<file path="config.mk">
export PLATFORM = sky130hd
export DESIGN_NAME = gray_coder
export DESIGN_NICKNAME = d
export VERILOG_FILES = /design/src/rtl/gray_coder_pkg.sv /design/src/rtl/gray_decode.sv /design/src/rtl/gray_coder.sv
export SDC_FILE = /design/constraint.sdc
export NUM_CORES = 1
export LEC_CHECK = 0
export CAP_MARGIN = 20
export CORE_AREA = 3 3 40 42
export DETAILED_ROUTE_END_ITERATION = 10
export DIE_AREA = 0 0 43 45
export PLACE_DENSITY = 0.52
export SYNTH_ARGS = -nofsm -noshare
export SYNTH_HDL_FRONTEND = slang
export SYNTH_SLANG_ARGS = --single-unit
</file>
<file path="constraint.sdc">
create_clock -name clk -period 1.05 [get_ports clk]
set_input_delay 0.21 -clock clk [delete_from_list [all_inputs] [get_ports clk]]
set_output_delay 0.21 -clock clk [all_outputs]
set_load 0.03 [all_outputs]
</file>
<file path="src/rtl/gray_coder_pkg.sv">
// gray_coder_pkg: shared width default and binary/Gray conversion helpers for gray_coder.
package gray_coder_pkg;

    localparam int GRAY_WIDTH_DEFAULT = 4;
    localparam int GRAY_WIDTH_MAX = 32;

    function automatic logic [GRAY_WIDTH_MAX-1:0] bin2gray(input logic [GRAY_WIDTH_MAX-1:0] b);
        return b ^ (b >> 1);
    endfunction

    // Narrower codes are zero-extended, so the leading zeros leave the prefix XOR unchanged.
    function automatic logic [GRAY_WIDTH_MAX-1:0] gray2bin(input logic [GRAY_WIDTH_MAX-1:0] g);
        logic [GRAY_WIDTH_MAX-1:0] b;
        b[GRAY_WIDTH_MAX-1] = g[GRAY_WIDTH_MAX-1];
        for (int i = GRAY_WIDTH_MAX - 2; i >= 0; i--) b[i] = b[i+1] ^ g[i];
        return b;
    endfunction

endpackage

</file>
<file path="src/rtl/gray_decode.sv">
// gray_decode: combinational Gray-to-binary XOR prefix chain.
module gray_decode
    import gray_coder_pkg::*;
#(
    parameter int WIDTH = GRAY_WIDTH_DEFAULT
) (
    input  logic [WIDTH-1:0] gray,
    output logic [WIDTH-1:0] bin
);

    // Each binary bit is the parity of its Gray bit and every Gray bit above it.
    for (genvar i = 0; i < WIDTH; i++) begin : g_bit
        assign bin[i] = ^gray[WIDTH-1:i];
    end

endmodule

</file>
<file path="src/rtl/gray_coder.sv">
// gray_coder: combinational binary-to-Gray encode, registered Gray-to-binary decode.
// Defining GRAY_CODER_CHECK_EN adds a registered single-bit-step checker on step_err.
module gray_coder
    import gray_coder_pkg::*;
#(
    parameter int WIDTH = GRAY_WIDTH_DEFAULT
) (
    input  logic             clk,
    input  logic             rst,
    input  logic [WIDTH-1:0] bin_in,
    output logic [WIDTH-1:0] gray_out,
    input  logic [WIDTH-1:0] gray_in,
    input  logic             in_valid,
    output logic [WIDTH-1:0] bin_out,
    output logic             out_valid
`ifdef GRAY_CODER_CHECK_EN
    ,
    output logic             step_err
`endif
);

    logic [WIDTH-1:0] dec_bin;

    assign gray_out = WIDTH'(bin2gray(GRAY_WIDTH_MAX'(bin_in)));

    gray_decode #(.WIDTH(WIDTH)) u_decode (
        .gray (gray_in),
        .bin  (dec_bin)
    );

    always_ff @(posedge clk) begin
        if (rst) begin
            bin_out   <= '0;
            out_valid <= 1'b0;
        end else begin
            out_valid <= in_valid;
            if (in_valid) bin_out <= dec_bin;
        end
    end

`ifdef GRAY_CODER_CHECK_EN
    logic [WIDTH-1:0] prev_gray;
    logic             have_prev;
    logic [WIDTH-1:0] diff;
    logic             one_step;

    // Exactly one differing bit: nonzero and a power of two.
    assign diff     = gray_in ^ prev_gray;
    assign one_step = (diff != '0) && ((diff & (diff - WIDTH'(1))) == '0);

    always_ff @(posedge clk) begin
        if (rst) begin
            prev_gray <= '0;
            have_prev <= 1'b0;
            step_err  <= 1'b0;
        end else begin
            step_err <= in_valid && have_prev && !one_step;
            if (in_valid) begin
                prev_gray <= gray_in;
                have_prev <= 1'b1;
            end
        end
    end
`endif

endmodule

</file>
[Yosys cells after proc, flatten, opt, wreduce, memory -nomap -nowiden]
Cells that the tools add are included.
Storage, ports and cells
  bits in registers: 5
  latch bits: 0
  bits in writable memories: 0
  bits in read-only memories: 0
  input port bits: 11
  logic and storage cells: 6
  memories kept: 0
Operators by class
  $add $sub $neg: 0
  $mul: 0
  div/mod/pow operators: 0
  $lt $le $gt $ge: 0
  eq/ne operators: 0
  shifts and indexed selects: 0
  multiplexer cells: 0
  bitwise logic cells: 1
  reductions and logical operators: 3
Operators with widths (count)
  XOR reduction 4 bit: 1
  XOR 4 x 3 -> 4 bit: 1
  XOR reduction 3 bit: 1
  XOR reduction 2 bit: 1

[Depth between registers and ports, before layout]
  depth after elaboration: 1
  mapped depth: 3

[Hierarchy]
Synthesis repeated with hierarchy kept, for this count alone.
Second synthesis, totals
  cell total of the unflattened synthesis: 24
  area, all modules: 256.5 µm²
Modules (own cells, without submodules)
  gray_coder: instances 1, cells an instance 19, area an instance 206.4 µm², sequential area each 100.1 µm²
  gray_decode: instances 1, cells an instance 5, area an instance 50.0 µm², sequential area each 0.0 µm²

[Least setup slack after synthesis]
Ideal clock, no wire load.
  path kind: in2reg
  start point: in gray_in[3]
  end point: reg bin_out[0]
  library setup time: 79 ps
  arrival time: 935 ps
  required time: 971 ps
  setup slack: 36 ps
  cell stages on the path: 3
  path buffers: 0
  cells stage by stage: xnor3_1 > xor2_1 > a211oi_2
Between the ends
  word-level cells in the longest chain between the ends: 1
Ends and longest elaborated chain
  start: declaration: RTL line gray_coder.sv:12  | input logic [WIDTH-1:0] gray_in,
  XOR reduction 4 bit: RTL line gray_decode.sv:13  | assign bin[i] = ^gray[WIDTH-1:i];
  end signal: assignment: RTL line gray_coder.sv:37  | if (in_valid) bin_out <= dec_bin;
  end: declaration: RTL line gray_coder.sv:14  | output logic [WIDTH-1:0] bin_out,
No other way between the ends.
A chain may end at the register's enable or synchronous reset.

[Worst setup path in the final report]
  start point: in bin_in[2]
  end point: out gray_out[2]
Between the ends
  word-level cells in the longest chain between the ends: 1
Ends and longest elaborated chain
  start: declaration: RTL line gray_coder.sv:10  | input logic [WIDTH-1:0] bin_in,
  XOR 4 x 3 -> 4 bit: RTL line gray_coder_pkg.sv:8  | return b ^ (b >> 1);
  end: declaration: RTL line gray_coder.sv:11  | output logic [WIDTH-1:0] gray_out,
No other way between the ends.

==> metrics.yaml <==
placed_area_um2: 434
row_count: 13
tightestPinTransition_ns: 0.205
max-cap-violations: 0
syn_inst: 23
gr-total-overflow: 0
io_pins: 20
critPathArrivalTime_ns: 0.80
seq_area_frac_synth: 0.410
hpwl_um: 476
synth_cell_types: 13
area_delta_synth_final_pct: 87.2
dr.pass1.iters: 2
grt_max_degree: 6
routed_wl_um: 568
crit_path_start_kind: "primary input"
critPathRequiredTime_ns: 0.84
startpoint: "bin_in[2]"
avgSynthCellArea_um2: 10.6
ant_nets: 0
fin_area_um2: 457
timing.fmax_ghz: 0.990
run_status: "completed"
diodes: 0
nets: 58
clock_path_buffers: 2
via_per_inst: 3.89
synth_nets: 34
cp_top_family: "buffers and inverters"
dp_slack_ns: -0.562
worstSetupPathType: "in2out"
ys_ff_latch: 5
r2r_start: "bin_out[1]"
grtUsageTotal: 0.0762
period_share: 0.962
min-delay-path-class: "in2reg"
die_x_um: 43
maxSlewHeadroom: 0.863
antenna_found_initial: 0
power.density_nw_per_um2: 1390
gp_congestion: 0.665
synth_top_area_share: 0.410
grt_pass1_vias: 248
crit_end: "gray_out[2]"
regToRegSetupSlack_ns: 0.30
crit_chain: "dlygate4sd2_1 > xor2_1 > buf_4"
dieArea_um2: 1940
start_util: 0.190
finalSetupViolCount: 0
cts_root_buf: "clkbuf_4"
crit_path_end_kind: "output pin"
rr_worst_depth: 3
fin_ws_ns: 0.0397
slew_violations: 0
hold_viol: 0
cp.buffers_inverters: 2
final.setup.tns_ns: 0
dp_cells: 57
synth_warnings: 0
synth_area_um2: 244
ctsHoldBuffers: 0
rsz0062_at_grt: "no"
finalNonFillerCells: 61
max_stage_delay_ns: 0.26
cp_slowest_cell: "dlygate4sd2_1"
power_leakage_nw: 0.227
cp_max_fo: 2
dr_total_vias: 237
fin_worst_skew_ns: 0
ir_worst_vdd_v: 0.000631
htreeDepth: 1
drive_gt1_frac: 0.348
clk_pin_slew_ns: 0.04
io_buffers: 19
wire_per_inst_um: 9.31
yosys-top-cells-area: "dfxtp_1, xor2_1, xnor3_1"
grt_pass1_wl_um: 986
synth_top_area_cell: "dfxtp_1"
crit_cells: 3
coreArea_um2: 1280
clk_latency_ns: 0.24
r2r_end: "bin_out[1]"
multiInputGateArea_um2: 129
drc: 0
nFillCells: 133
cts_num_sinks: 5
fin_util: 0.355
cts_buffers: 3
seqCellArea_um2: 100
initialDrtViolationCount: 1
die_h_um: 45
min_period_ns: 1.01
cts_tree: "built"
-- stage by stage --
stage | total power (W) | hold WS [ns]
2_1_floorplan | 0.000331 | 0.275
3_5_place_dp | 0.000429 | 0.482
3_3_place_gp | 0.000427 | 0.479
5_1_grt | 0.000676 | 0.342
6_report | 0.000635 | 0.305
4_1_cts | 0.000645 | 0.437
-- worst min path at each step --
stage               startpoint    endpoint  slack (ns)  depth (start not counted)
finish                in_valid  bin_out[2]        0.31                          2
detailed placement  bin_out[2]  bin_out[2]        0.48                          2
global route          in_valid  bin_out[2]        0.34                          2
global placement    bin_out[2]  bin_out[2]        0.48                          2
floorplan                  rst  bin_out[0]        0.27                          1
CTS                 gray_in[3]  bin_out[3]        0.44                          3
-- logic make-up (layout without fill, tap and decap cells) --
family	Yosys count	count (layout)	share of synthesized area
xor gates and xnor gates	6	6	0.272
DFF	5	5	0.410
and+or+nand+nor	5	5	0.0872
buffers and inverters	3	26	0.0615
AOI/OAI and AO/OA	2	2	0.0821
muxes	2	2	0.0872
-- worst register-to-register path, stage by stage, from the launching register on --
cell and delay (ns):
dfxtp_1 0.32, inv_1 0.04, mux2_2 0.25, nor2_1 0.08
-- repair_timing --
action | CTS | global route
buffers inserted | 0 | 0
setup endpoints to repair | 6 | 5
pin swaps | 5 | 2
resized for setup | 7 | 3
-- synth_stat cells --
| cell type | n |
|---|---|
| dfxtp_1 | 5 |
| nor2_1 | 4 |
| xor2_1 | 4 |
| a211oi_1 | 1 |
| a211oi_2 | 1 |
| buf_4 | 1 |
| clkbuf_1 | 1 |
| inv_1 | 1 |
| mux2_2 | 1 |
| mux2i_1 | 1 |
| nor2b_1 | 1 |
| xnor2_1 | 1 |
| xnor3_1 | 1 |
-- flip-flops by register name, summed over array words and instances, names as in the netlist --
signal     cells
bin_out        4
out_valid      1
-- placed cells by master, fill, tap and decap left out --
| master | Yosys | routed |
|---|---|---|
| mux2i_1 | 1 | 1 |
| clkdlybuf4s15_1 | 0 | 2 |
| inv_1 | 1 | 1 |
| nor2b_1 | 1 | 1 |
| mux2_2 | 1 | 1 |
| a211oi_1 | 1 | 1 |
| a211oi_2 | 1 | 1 |
| clkbuf_1 | 1 | 1 |
| xnor2_1 | 1 | 1 |
| nor2_1 | 4 | 4 |
| dfxtp_1 | 5 | 5 |
| clkdlybuf4s50_1 | 0 | 2 |
| xor2_1 | 4 | 4 |
| buf_4 | 1 | 11 |
| dlymetal6s2s_1 | 0 | 1 |
| clkbuf_4 | 0 | 3 |
| xnor3_1 | 1 | 1 |
| dlygate4sd2_1 | 0 | 5 |
-- metal layers --
metal,part of all wire,track usage,routed length [µm],vias to the layer above
met5,0,0,0,-
met4,0,0.0361,0,0
met3,0.23,0.0757,132,0
met2,0.30,0.0898,172,22
met1,0.46,0.0880,263,93
li1,-,-,-,122
-- layout make-up --
class	count	area share
clock buffers	4	0.0575
flip-flops and latches	5	0.219
multi-input cells	15	0.282
well taps	15	0.0411
inverters	1	0.00822
repair buffers	21	0.392
-- report_power, final --
group	internal (W)	switching [W]	total [W]
sequential	0.000206	0.00000694	0.000213
combinational	0.0000964	0.000106	0.000202
clock	0.000144	0.0000763	0.000220
total	0.000446	0.000189	0.000635
No activity file was read; power rests on OpenSTA's default activity.
